`config.mk`:
```
export PLATFORM = sky130hd
export DESIGN_NAME = pixel_capture_writer_flat
export DESIGN_NICKNAME = d
export VERILOG_FILES = /design/src/rtl/img_pkg.sv /design/src/rtl/pixel_capture_writer_if.sv /design/src/rtl/xy_counter.sv /design/src/rtl/pixel_capture_writer.sv /design/src/flat_wrapper.sv
export SDC_FILE = /design/constraint.sdc
export NUM_CORES = 1
export LEC_CHECK = 0
export BUFFER_PORTS_ARGS = -buffer_cell sky130_fd_sc_hd__buf_4
export CAP_MARGIN = 20
export CORE_ASPECT_RATIO = 1.75
export CORE_MARGIN = 2
export CORE_UTILIZATION = 52
export CTS_BUF_LIST = sky130_fd_sc_hd__clkbuf_8
export CTS_CLUSTER_SIZE = 14
export DETAILED_ROUTE_END_ITERATION = 16
export PLACE_DENSITY = 0.88
export SKIP_LAST_GASP = 1
export SLEW_MARGIN = 20
export SYNTH_ARGS = -nofsm -noshare
export SYNTH_HDL_FRONTEND = slang
export SYNTH_HIERARCHICAL = 1
export SYNTH_SLANG_ARGS = --single-unit
```
`constraint.sdc`:
```
create_clock -name clk -period 2 [get_ports clk]
set_input_delay 0.4 -clock clk [delete_from_list [all_inputs] [get_ports clk]]
set_output_delay 0.4 -clock clk [all_outputs]
set_load 0.01 [all_outputs]
```
`src/rtl/img_pkg.sv`:
```
// Shared definitions for the pixel capture writer: FSM encoding, default
// frame geometry and a width helper used by the interface and the RTL.
package img_pkg;

  typedef enum logic [1:0] {
    ST_IDLE    = 2'd0,
    ST_SKIP    = 2'd1,
    ST_CAPTURE = 2'd2,
    ST_DONE    = 2'd3
  } state_e;

  localparam int DEF_IMG_W   = 98;
  localparam int DEF_IMG_H   = 98;
  localparam int DEF_SKIP    = 1;
  localparam int FRAME_CNT_W = 16;

  // Index width for a range of v values, never narrower than one bit.
  function automatic int clog2_min1(input int v);
    return (v > 1) ? $clog2(v) : 1;
  endfunction

endpackage

```
`src/rtl/pixel_capture_writer_if.sv`:
```
// Bundle of the capture request, pixel stream, image RAM write port and
// status outputs of pixel_capture_writer.
interface pixel_capture_writer_if
  import img_pkg::*;
#(
  parameter int DATA_W = 8,
  parameter int IMG_W  = DEF_IMG_W,
  parameter int IMG_H  = DEF_IMG_H,
  parameter int CH     = 2,
  parameter int ADDR_W = 14
);

  localparam int SEL_W = clog2_min1(CH);
  localparam int COL_W = clog2_min1(IMG_W);
  localparam int ROW_W = clog2_min1(IMG_H);

  logic                   start;
  logic [SEL_W-1:0]       ch_sel;
  logic                   in_valid;
  logic [CH*DATA_W-1:0]   in_data;
  logic                   mem_we;
  logic [ADDR_W-1:0]      mem_addr;
  logic [DATA_W-1:0]      mem_din;
  logic [COL_W-1:0]       col;
  logic [ROW_W-1:0]       row;
  logic                   busy;
  logic                   done;
  logic [FRAME_CNT_W-1:0] frame_cnt;

  modport master (
    output start, ch_sel, in_valid, in_data,
    input  mem_we, mem_addr, mem_din, col, row, busy, done, frame_cnt
  );

  modport slave (
    input  start, ch_sel, in_valid, in_data,
    output mem_we, mem_addr, mem_din, col, row, busy, done, frame_cnt
  );

endinterface

```
`src/rtl/xy_counter.sv`:
```
// Raster position counter: column, row and linear address of the next pixel,
// with column wrap into the next row and a flag for the final pixel.
module xy_counter #(
  parameter int IMG_W  = 98,
  parameter int IMG_H  = 98,
  parameter int ADDR_W = 14,
  parameter int COL_W  = 7,
  parameter int ROW_W  = 7
) (
  input  logic              clk,
  input  logic              rst,
  input  logic              clr,
  input  logic              inc,
  output logic [COL_W-1:0]  col,
  output logic [ROW_W-1:0]  row,
  output logic [ADDR_W-1:0] addr,
  output logic              last
);

  localparam logic [COL_W-1:0] COL_LAST = COL_W'(IMG_W - 1);
  localparam logic [ROW_W-1:0] ROW_LAST = ROW_W'(IMG_H - 1);

  logic [COL_W-1:0]  col_r;
  logic [ROW_W-1:0]  row_r;
  logic [ADDR_W-1:0] addr_r;
  logic              col_end_s;
  logic              last_s;

  assign col_end_s = (col_r == COL_LAST);
  assign last_s    = col_end_s && (row_r == ROW_LAST);

  // Position advances once per accepted pixel and wraps to the origin after the final one.
  always_ff @(posedge clk or negedge rst) begin
    if (!rst) begin
      col_r  <= {COL_W{1'b0}};
      row_r  <= {ROW_W{1'b0}};
      addr_r <= {ADDR_W{1'b0}};
    end else if (clr) begin
      col_r  <= {COL_W{1'b0}};
      row_r  <= {ROW_W{1'b0}};
      addr_r <= {ADDR_W{1'b0}};
    end else if (inc) begin
      if (col_end_s) begin
        col_r <= {COL_W{1'b0}};
        row_r <= (row_r == ROW_LAST) ? {ROW_W{1'b0}} : row_r + ROW_W'(1);
      end else begin
        col_r <= col_r + COL_W'(1);
        row_r <= row_r;
      end
      addr_r <= last_s ? {ADDR_W{1'b0}} : addr_r + ADDR_W'(1);
    end else begin
      col_r  <= col_r;
      row_r  <= row_r;
      addr_r <= addr_r;
    end
  end

  assign col  = col_r;
  assign row  = row_r;
  assign addr = addr_r;
  assign last = last_s;

endmodule

```
`src/rtl/pixel_capture_writer.sv`:
```
// Captures one frame from a multi-channel filter pixel stream into an image
// RAM: drops leading samples, then writes the selected channel in raster order.
module pixel_capture_writer
  import img_pkg::*;
#(
  parameter int DATA_W = 8,
  parameter int IMG_W  = DEF_IMG_W,
  parameter int IMG_H  = DEF_IMG_H,
  parameter int SKIP   = DEF_SKIP,
  parameter int CH     = 2,
  parameter int ADDR_W = 14
) (
  input  logic                  clk,
  input  logic                  rst,
  pixel_capture_writer_if.slave bus
);

  localparam int SEL_W  = clog2_min1(CH);
  localparam int COL_W  = clog2_min1(IMG_W);
  localparam int ROW_W  = clog2_min1(IMG_H);
  localparam int SKIP_W = clog2_min1(SKIP + 1);
  localparam logic [SKIP_W-1:0] SKIP_LAST = SKIP_W'((SKIP > 0) ? SKIP - 1 : 0);

  state_e                 state_r;
  state_e                 state_nxt_s;
  logic [SEL_W-1:0]       ch_sel_r;
  logic [SKIP_W-1:0]      skip_cnt_r;
  logic                   cnt_clr_s;
  logic                   cnt_inc_s;
  logic                   cnt_last_s;
  logic                   wr_s;
  logic [COL_W-1:0]       cnt_col_s;
  logic [ROW_W-1:0]       cnt_row_s;
  logic [ADDR_W-1:0]      cnt_addr_s;
  logic [DATA_W-1:0]      pix_s;

  logic                   mem_we_r;
  logic [ADDR_W-1:0]      mem_addr_r;
  logic [DATA_W-1:0]      mem_din_r;
  logic [COL_W-1:0]       col_r;
  logic [ROW_W-1:0]       row_r;
  logic                   busy_r;
  logic                   done_r;
  logic [FRAME_CNT_W-1:0] frame_cnt_r;

  xy_counter #(
    .IMG_W  (IMG_W),
    .IMG_H  (IMG_H),
    .ADDR_W (ADDR_W),
    .COL_W  (COL_W),
    .ROW_W  (ROW_W)
  ) u_xy (
    .clk  (clk),
    .rst  (rst),
    .clr  (cnt_clr_s),
    .inc  (cnt_inc_s),
    .col  (cnt_col_s),
    .row  (cnt_row_s),
    .addr (cnt_addr_s),
    .last (cnt_last_s)
  );

  // Channel select uses the value latched at start so mid-frame changes have no effect.
  always_comb begin
    pix_s = {DATA_W{1'b0}};
    for (int c = 0; c < CH; c++) begin
      pix_s = (ch_sel_r == SEL_W'(c)) ? bus.in_data[c*DATA_W +: DATA_W] : pix_s;
    end
  end

  // Frame sequencing: next state and counter controls.
  always_comb begin
    state_nxt_s = state_r;
    cnt_clr_s   = 1'b0;
    cnt_inc_s   = 1'b0;
    wr_s        = 1'b0;
    case (state_r)
      ST_IDLE: begin
        if (bus.start) begin
          cnt_clr_s   = 1'b1;
          state_nxt_s = (SKIP == 0) ? ST_CAPTURE : ST_SKIP;
        end else begin
          state_nxt_s = ST_IDLE;
        end
      end
      ST_SKIP: begin
        if (bus.in_valid && (skip_cnt_r == SKIP_LAST)) begin
          state_nxt_s = ST_CAPTURE;
        end else begin
          state_nxt_s = ST_SKIP;
        end
      end
      ST_CAPTURE: begin
        if (bus.in_valid) begin
          wr_s        = 1'b1;
          cnt_inc_s   = 1'b1;
          state_nxt_s = cnt_last_s ? ST_DONE : ST_CAPTURE;
        end else begin
          state_nxt_s = ST_CAPTURE;
        end
      end
      ST_DONE: begin
        state_nxt_s = ST_IDLE;
      end
      default: begin
        state_nxt_s = ST_IDLE;
      end
    endcase
  end

  // State register, channel latch and leading-sample counter.
  always_ff @(posedge clk or negedge rst) begin
    if (!rst) begin
      state_r    <= ST_IDLE;
      ch_sel_r   <= {SEL_W{1'b0}};
      skip_cnt_r <= {SKIP_W{1'b0}};
    end else begin
      state_r <= state_nxt_s;
      if (cnt_clr_s) begin
        ch_sel_r   <= bus.ch_sel;
        skip_cnt_r <= {SKIP_W{1'b0}};
      end else if ((state_r == ST_SKIP) && bus.in_valid) begin
        ch_sel_r   <= ch_sel_r;
        skip_cnt_r <= skip_cnt_r + SKIP_W'(1);
      end else begin
        ch_sel_r   <= ch_sel_r;
        skip_cnt_r <= skip_cnt_r;
      end
    end
  end

  // Registered write port and status; busy/done track the state being entered.
  always_ff @(posedge clk or negedge rst) begin
    if (!rst) begin
      mem_we_r    <= 1'b0;
      mem_addr_r  <= {ADDR_W{1'b0}};
      mem_din_r   <= {DATA_W{1'b0}};
      col_r       <= {COL_W{1'b0}};
      row_r       <= {ROW_W{1'b0}};
      busy_r      <= 1'b0;
      done_r      <= 1'b0;
      frame_cnt_r <= {FRAME_CNT_W{1'b0}};
    end else begin
      mem_we_r <= wr_s;
      if (wr_s) begin
        mem_addr_r <= cnt_addr_s;
        mem_din_r  <= pix_s;
        col_r      <= cnt_col_s;
        row_r      <= cnt_row_s;
      end else begin
        mem_addr_r <= mem_addr_r;
        mem_din_r  <= mem_din_r;
        col_r      <= col_r;
        row_r      <= row_r;
      end
      busy_r <= (state_nxt_s != ST_IDLE);
      done_r <= (state_nxt_s == ST_DONE);
      if (state_nxt_s == ST_DONE) begin
        frame_cnt_r <= frame_cnt_r + 16'd1;
      end else begin
        frame_cnt_r <= frame_cnt_r;
      end
    end
  end

  assign bus.mem_we    = mem_we_r;
  assign bus.mem_addr  = mem_addr_r;
  assign bus.mem_din   = mem_din_r;
  assign bus.col       = col_r;
  assign bus.row       = row_r;
  assign bus.busy      = busy_r;
  assign bus.done      = done_r;
  assign bus.frame_cnt = frame_cnt_r;

endmodule

```
`src/flat_wrapper.sv`:
```
// flat-port wrapper written by rule: the top's interface ports become plain ports
module pixel_capture_writer_flat import img_pkg::*;
#(
  parameter int DATA_W = 8,
  parameter int IMG_W  = DEF_IMG_W,
  parameter int IMG_H  = DEF_IMG_H,
  parameter int SKIP   = DEF_SKIP,
  parameter int CH     = 2,
  parameter int ADDR_W = 14
)
  (clk, rst, bus_start, bus_ch_sel, bus_in_valid, bus_in_data, bus_mem_we, bus_mem_addr, bus_mem_din, bus_col, bus_row, bus_busy, bus_done, bus_frame_cnt);
  pixel_capture_writer_if #(.DATA_W(DATA_W), .IMG_W(IMG_W), .IMG_H(IMG_H), .CH(CH), .ADDR_W(ADDR_W)) bus_i ();
  input  logic clk;
  input  logic rst;
  input wire logic [$bits(bus_i.start)-1:0] bus_start;
  input wire logic [$bits(bus_i.ch_sel)-1:0] bus_ch_sel;
  input wire logic [$bits(bus_i.in_valid)-1:0] bus_in_valid;
  input wire logic [$bits(bus_i.in_data)-1:0] bus_in_data;
  output wire logic [$bits(bus_i.mem_we)-1:0] bus_mem_we;
  output wire logic [$bits(bus_i.mem_addr)-1:0] bus_mem_addr;
  output wire logic [$bits(bus_i.mem_din)-1:0] bus_mem_din;
  output wire logic [$bits(bus_i.col)-1:0] bus_col;
  output wire logic [$bits(bus_i.row)-1:0] bus_row;
  output wire logic [$bits(bus_i.busy)-1:0] bus_busy;
  output wire logic [$bits(bus_i.done)-1:0] bus_done;
  output wire logic [$bits(bus_i.frame_cnt)-1:0] bus_frame_cnt;
  assign bus_i.start = bus_start;
  assign bus_i.ch_sel = bus_ch_sel;
  assign bus_i.in_valid = bus_in_valid;
  assign bus_i.in_data = bus_in_data;
  assign bus_mem_we = bus_i.mem_we;
  assign bus_mem_addr = bus_i.mem_addr;
  assign bus_mem_din = bus_i.mem_din;
  assign bus_col = bus_i.col;
  assign bus_row = bus_i.row;
  assign bus_busy = bus_i.busy;
  assign bus_done = bus_i.done;
  assign bus_frame_cnt = bus_i.frame_cnt;
  pixel_capture_writer #(.DATA_W(DATA_W), .IMG_W(IMG_W), .IMG_H(IMG_H), .SKIP(SKIP), .CH(CH), .ADDR_W(ADDR_W)) u_core (.clk(clk), .rst(rst), .bus(bus_i));
endmodule
```
==> flow_metrics.py, run 1 <==
metrics = {
    "detailed_routing": {
        "via_per_inst": 5.71,
        "vias": 3044,
        "postRouteAntennaNets": 0,
        "detail_route.drc_violations": 0,
        "drt_iter0_drc": 200,
        "wl_per_cell_um": 16.3,
        "dr.pass1.iters": 4,
        "wl_um": 8700,
    },
    "logic_synthesis": {
        "synthSimpleGateAreaFrac": 0.157,
        "synth-adder-area-share": 0.0186,
        "synth_edf_count": 0,
        "synth_compound_area_frac": 0.0824,
        "synthMuxAreaShare": 0.122,
        "seq_area_frac_synth": 0.539,
        "synthFlopType": "dfrtp_1",
        "synth_cell_type_count": 56,
        "ys_seq_elements": 87,
        "synth_async_sr_flop_share": 1.00,
        "yosysWarningCount": 6,
        "synth_area_um2": 4040,
        "synth_area_per_cell_um2": 11.8,
        "synth_fp_nets": 368,
        "synth-xor-area-share": 0.0542,
        "synth_top_family_by_area": "simple AND/OR/NAND/NOR gates",
        "postSynthCellCount": 341,
    },
    "clocking": {
        "cts_root_buf": "clkbuf_8",
        "cts_made_buffers": 9,
        "clock_latency_ns": 0.36,
        "htree_levels": 3,
        "clock_sinks": 87,
        "cts_tree": "yes",
        "cts_buffer_depth": 2,
        "path_clk_slew_ns": 0.08,
    },
    "worst_setup_path": {
        "rrSetupSlack_ns": 0.08,
        "path_class": "reg -> reg",
        "cp.required_ns": 2.28,
        "cp-end-kind": "register",
        "r2r-start": "u_core/u_xy/row[1]$_DFFE_PN0P_",
        "cp.arrival_ns": 2.20,
        "critPathLaunch": "u_core/u_xy/row[1]$_DFFE_PN0P_",
        "rr_endpoint": "u_core/u_xy/addr[9]$_DFFE_PN0P_",
        "critPathCapture": "u_core/u_xy/addr[9]$_DFFE_PN0P_",
        "rr_worst_depth": 9,
        "path_max_fanout": 7,
        "crit_path_start_kind": "register",
    },
    "timing": {
        "relSlewSlack": 0.594,
        "final.period_utilization": 0.961,
        "worst_pin_slew_ns": 0.610,
        "skew_ns": 0.0129,
        "period_needed_ns": 1.92,
        "worst_slack_ns": 0.0777,
        "tns_ns": 0,
        "setup_viol": 0,
        "hold_viol_final": 0,
        "max_freq_mhz": 520,
        "slew_viol_final": 0,
    },
    "global_routing": {
        "antenna_found_initial": 0,
        "grt.total_usage": 0.209,
        "grt-ovfl-total": 0,
        "grt_first_pass_wirelength_um": 14400,
        "grt_max_degree": 45,
        "grt_pass1_vias": 3009,
    },
    "run": {
        "drv_cap": 0,
    },
    "final_layout": {
        "fin_area_um2": 5060,
        "area_growth_pct": 25.3,
        "fillers": 544,
        "final_common_cell": "buf_4",
        "diodes": 0,
        "final_core_util": 0.669,
        "nNetsFinal": 467,
        "layout_common_cells": "buf_4 (96), dfrtp_1 (87), nand2_1 (31)",
        "drive_above_1_share": 0.357,
    },
    "power_and_ir_drop": {
        "vdd_ir_drop_max_uv": 647,
        "p_per_area_nw_per_um2": 1010,
        "power_frac_seq": 0.463,
        "power.share.combinational": 0.296,
        "p_sw_frac": 0.326,
        "power_switching_w": 0.00166,
        "power_w": 0.00509,
        "p_leak_nw": 2.56,
        "pwr-share-clk": 0.241,
        "p_int_w": 0.00343,
    },
    "floorplan": {
        "die_area_um2": 8510,
        "core-area_um2": 7570,
        "die-height_um": 121,
        "rows": 42,
        "initial_core_util": 0.534,
        "die_x_um": 70.6,
        "ios": 76,
    },
    "place": {
        "gp_congestion": 0.866,
        "dp_hpwl_um": 6110,
        "placed_cell_area_um2": 4780,
        "port-buffer-count": 75,
        "pre_cts_slack_ns": -0.0172,
    },
    "hold_path": {
        "worst_hold_path_type": "in -> reg",
    },
    "run_status": {
        "status": "finished, final reports clean",
    },
}
==> cell type report <==
class	instances	area (um^2)	share of cell area
multi-input cells	233	1790	0.353
clock buffers	9	124	0.0245
clock inverters	7	71.3	0.0141
well taps	88	110	0.0218
inverters	11	41.3	0.00816
repair buffers	98	751	0.148
flip-flops and latches	87	2180	0.430
==> sequential cells by signal (all words and copies together) (netlist names) <==
| name | flops |
|---|---|
| u_core/bus.mem_we | 1 |
| u_core/bus.col | 7 |
| u_core/ch_sel_r | 1 |
| u_core/bus.row | 7 |
| u_core/bus.busy | 1 |
| u_core/bus.mem_din | 8 |
| u_core/skip_cnt_r | 1 |
| u_core/u_xy/col | 7 |
| u_core/bus.mem_addr | 14 |
| u_core/bus.done | 1 |
| u_core/state_r | 2 |
| u_core/u_xy/addr | 14 |
| u_core/bus.frame_cnt | 16 |
| u_core/u_xy/row | 7 |
==> per-layer routing <==
layer  wire, um  global-route usage  vias up
met5          0                   0        -
met4        171              0.0825        0
met3        425              0.0375       17
met2       4630               0.359      109
met1       3480               0.259     1505
li1           -                   -     1413
==> how the worst min path moves through the flow <==
| stage | slack, ns | cells past startpoint | from | endpoint |
|---|---|---|---|---|
| final | 0.28 | 2 | bus_ch_sel | u_core/ch_sel_r$_DFFE_PN0P_ |
| after global routing | 0.28 | 2 | bus_ch_sel | u_core/ch_sel_r$_DFFE_PN0P_ |
| after CTS | 0.26 | 2 | bus_ch_sel | u_core/ch_sel_r$_DFFE_PN0P_ |
| after detailed placement | 0.28 | 1 | rst | u_core/bus.col[0]$_DFFE_PN0P_ |
| after global placement | 0.28 | 1 | rst | u_core/bus.col[0]$_DFFE_PN0P_ |
| after floorplan | 0.10 | 0 | rst | u_core/bus.busy$_DFF_PN0_ |
==> worst max-delay path, stage by stage (launching register included) <==
cell and delay, ns:
dfrtp_1 0.38, inv_1 0.07, ha_1 0.17, and4b_2 0.24, nand4_4 0.10, inv_2 0.06, buf_4 0.13, buf_4 0.15
or3_1 0.37, a31oi_1 0.18
==> power groups by stage <==
| stage | logic, W | registers (W) | clock network (W) |
|---|---|---|---|
| 2_1_floorplan | 0.000825 | 0.00240 | 0 |
| 3_3_place_gp | 0.00142 | 0.00237 | 0 |
| 3_5_place_dp | 0.00147 | 0.00239 | 0 |
| 4_1_cts | 0.00147 | 0.00236 | 0.00126 |
| 5_1_grt | 0.00163 | 0.00241 | 0.00133 |
| 6_report | 0.00151 | 0.00236 | 0.00122 |
==> synthesized netlist by cell type, types with 4 or more instances <==
| cell | number | area (um^2) |
|---|---|---|
| a31oi_1 | 9 | 56.3 |
| or3_1 | 4 | 25.0 |
| ha_1 | 6 | 75.1 |
| mux2_2 | 6 | 67.6 |
| xnor2_1 | 18 | 158 |
| o21ai_0 | 16 | 80.1 |
| nor2b_1 | 4 | 25.0 |
| nor2_1 | 19 | 71.3 |
| mux2i_1 | 8 | 80.1 |
| o21ai_1 | 4 | 20.0 |
| mux2_4 | 23 | 345 |
| dfrtp_1 | 87 | 2180 |
| xor2_1 | 7 | 61.3 |
| nand3_1 | 16 | 80.1 |
| inv_1 | 10 | 37.5 |
| nand4_1 | 10 | 62.6 |
| nand2_1 | 31 | 116 |
==> cell families after synthesis <==
kind of cell             after synthesis
AO/OA/AOI/OAI                         52
XOR/XNOR                              25
adder cells (fa/ha/maj)                6
buffers and inverters                 21
flip-flops                            87
multiplexers                          37
AND/OR/NAND/NOR                      113
==> through the flow <==
stage | std cells | hold WS, ns
2_1_floorplan | 341 | 0.104
3_3_place_gp | 510 | 0.277
3_5_place_dp | 510 | 0.283
4_1_cts | 527 | 0.261
5_1_grt | 533 | 0.279
6_report | 533 | 0.276
==> what timing repair did <==
action / CTS / global route
gates cloned: 0 / 0
hold buffers: 1 / 0
gates resized for setup: 2 / 5
pin swaps: 0 / 3
hold endpoints to repair: 15 / 0
buffers inserted: 0 / 6
setup endpoints to repair: 6 / 15
(Power assumes the default switching activity.)
==> run 2, diff against run 1 <==
- CORE_UTILIZATION: 52 -> 62
- PLACE_DENSITY: 0.88 -> 0.95
- clock period: 2 -> 2.3 ns (I/O delays scaled with it)
==> run 2 against run 1 <==
  * Non-clock buffer count down 18
  * Clock skew about the same
  * Critical endpoint is now u_core/bus.frame_cnt[13]$_DFFE_PN0N_
  * First-iteration DRC count up 47%
  * Sequential share of layout area up 1.3 points
  * Power down 13%
  * Global-route usage up 7.5 points
  * Die area down 15%
  * Critical path type unchanged
  * Cell area down 2.9%
  * Sequential power down 12%
  * Clock power down 9%
  * Worst hold slack worse by 0.22 ns
==> flow_metrics.py, run 2 (synthesis results as in run 1) <==
metrics = {
    "run_status": {
        "status": "finished, final reports clean",
    },
    "worst_setup_path": {
        "rrSetupSlack_ns": 0.11,
        "cp_cell_sequence": "inv_1 -> ha_1 -> and4bb_1 -> nand4_2 -> inv_4 -> nand4b_4 -> nor2_4 -> nand4_1 -> xnor2_1",
        "r2r-start": "u_core/u_xy/col[1]$_DFFE_PN0P_",
        "cp.arrival_ns": 2.45,
        "crit_path_start_kind": "register",
        "critical-path-max-stage-delay_ns": 0.42,
        "rr_worst_depth": 9,
        "crit_slowest_cell": "dfrtp_1",
        "rr_endpoint": "u_core/bus.frame_cnt[13]$_DFFE_PN0N_",
        "path_class": "reg -> reg",
        "cp-end-kind": "register",
        "cp.required_ns": 2.56,
        "path_max_fanout": 8,
    },
    "clocking": {
        "cts_setup_buffers": 0,
        "cts_made_buffers": 9,
        "cts_tree": "yes",
        "htree_levels": 3,
        "path_clk_slew_ns": 0.08,
        "post_cts_resized": 0,
        "clock_latency_ns": 0.36,
        "clock_sinks": 87,
        "cts_root_buf": "clkbuf_8",
        "cts-hold-fix-buffers": 0,
        "cts_buffer_depth": 2,
    },
    "final_layout": {
        "nNetsFinal": 449,
        "final-seq-area_um2": 2180,
        "diodes": 0,
        "multi_input_area_um2": 1770,
        "drive_above_1_share": 0.323,
        "layout_common_cells": "dfrtp_1 (87), buf_4 (79), nand2_1 (31)",
        "final_common_cell": "dfrtp_1",
        "fillers": 365,
        "area_growth_pct": 21.7,
        "largest_register_ffs": 16,
        "fin_area_um2": 4910,
    },
    "timing": {
        "whs_ns": 0.0523,
        "period_needed_ns": 2.19,
        "relSlewSlack": 0.567,
        "final.period_utilization": 0.953,
        "slew_viol_final": 0,
        "worst_pin_slew_ns": 0.649,
        "worst_slack_ns": 0.108,
        "setup_viol": 0,
        "max_freq_mhz": 456,
        "skew_ns": 0.0126,
        "hold_viol_final": 0,
    },
    "detailed_routing": {
        "postRouteAntennaNets": 0,
        "via_per_inst": 6.13,
        "vias": 3107,
        "detail_route.drc_violations": 0,
        "wl_per_cell_um": 19.1,
        "wl_um": 9700,
        "dr.pass1.iters": 5,
        "drt_iter0_drc": 293,
    },
    "place": {
        "gp_congestion": 0.900,
        "pre_cts_slack_ns": 0.176,
        "placed_cell_area_um2": 4690,
        "port-buffer-count": 75,
        "dp_hpwl_um": 6320,
    },
    "global_routing": {
        "grt_pass1_vias": 3156,
        "grt_max_degree": 53,
        "grt.total_usage": 0.284,
        "grt-ovfl-total": 0,
        "antenna_found_initial": 0,
        "grt_first_pass_wirelength_um": 15700,
    },
    "power_and_ir_drop": {
        "p_per_area_nw_per_um2": 904,
        "vdd_ir_drop_max_uv": 564,
        "p_leak_nw": 2.50,
    },
    "floorplan": {
        "die_x_um": 65,
        "core-area_um2": 6230,
        "rows": 38,
        "ios": 76,
        "initial_core_util": 0.648,
        "die_area_um2": 7200,
        "die-height_um": 111,
    },
    "run": {
        "drv_cap": 0,
    },
    "hold_path": {
        "worst_hold_path_type": "in -> async",
    },
}
[run 2: cell count changes in the layout (fill, tap and decap cells not counted), sizes merged]
cell | before | now
clkbuf | 9 | 12
buf | 97 | 80
inv | 13 | 12
dlygate4sd3 | 1 | 0
clkinv | 4 | 2
[run 2: worst max-delay path by stage]
stage | start | to | slack, ns | cells after the start
3_3_place_gp | u_core/u_xy/row[1]$_DFFE_PN0P_ | u_core/bus.frame_cnt[15]$_DFFE_PN0N_ | 0.31 | 9
4_1_cts | u_core/u_xy/col[1]$_DFFE_PN0P_ | u_core/bus.frame_cnt[13]$_DFFE_PN0N_ | 0.06 | 9
6_report | u_core/u_xy/col[1]$_DFFE_PN0P_ | u_core/bus.frame_cnt[13]$_DFFE_PN0N_ | 0.11 | 9
2_1_floorplan | u_core/state_r[0]$_DFF_PN0_ | u_core/u_xy/addr[10]$_DFFE_PN0P_ | 0.28 | 8
5_1_grt | u_core/u_xy/col[1]$_DFFE_PN0P_ | u_core/bus.frame_cnt[8]$_DFFE_PN0N_ | -0.003 | 9
3_5_place_dp | u_core/u_xy/col[1]$_DFFE_PN0P_ | u_core/bus.frame_cnt[12]$_DFFE_PN0N_ | 0.18 | 9
[run 2: metrics by stage]
step	instances	setup TNS [ns]	power, W	util
floorplan	341	0	0.00280	-
detailed placement	491	0	0.00333	0.753
global route	507	-0.00305	0.00468	0.789
CTS	507	0	0.00445	0.787
global placement	491	0	0.00324	0.753
finish	507	0	0.00444	0.789
[run 2: power by group]
part | total (W) | leakage [nW] | switching, W | internal (W)
logic | 0.00127 | 1.21 | 0.000645 | 0.000620
registers | 0.00207 | 1.17 | 0.000271 | 0.00180
clock network | 0.00111 | 0.114 | 0.000522 | 0.000584
[run 2: worst max-delay path: cells and delay by family (launching register included)]
family	cells	cell delay, ns
fa+ha+maj	1	0.13
buf+inv	2	0.24
simple gates	5	1.05
flops	1	0.42
xor+xnor	1	0.25
[run 2: final cells by class]
class                   instances  share of cell area
flip-flops and latches         87               0.443
inverters                      11             0.00891
repair buffers                 80               0.125
clock buffers                  12              0.0336
multi-input cells             233               0.360
well taps                      80              0.0204
clock inverters                 4             0.00891
[run 2: metal layers]
metal,share of wire,up-vias,global-route usage
li1,-,1388,-
met3,0.069,26,0.0650
met4,0.025,0,0.111
met5,0,-,0
met1,0.36,1533,0.322
met2,0.55,160,0.503
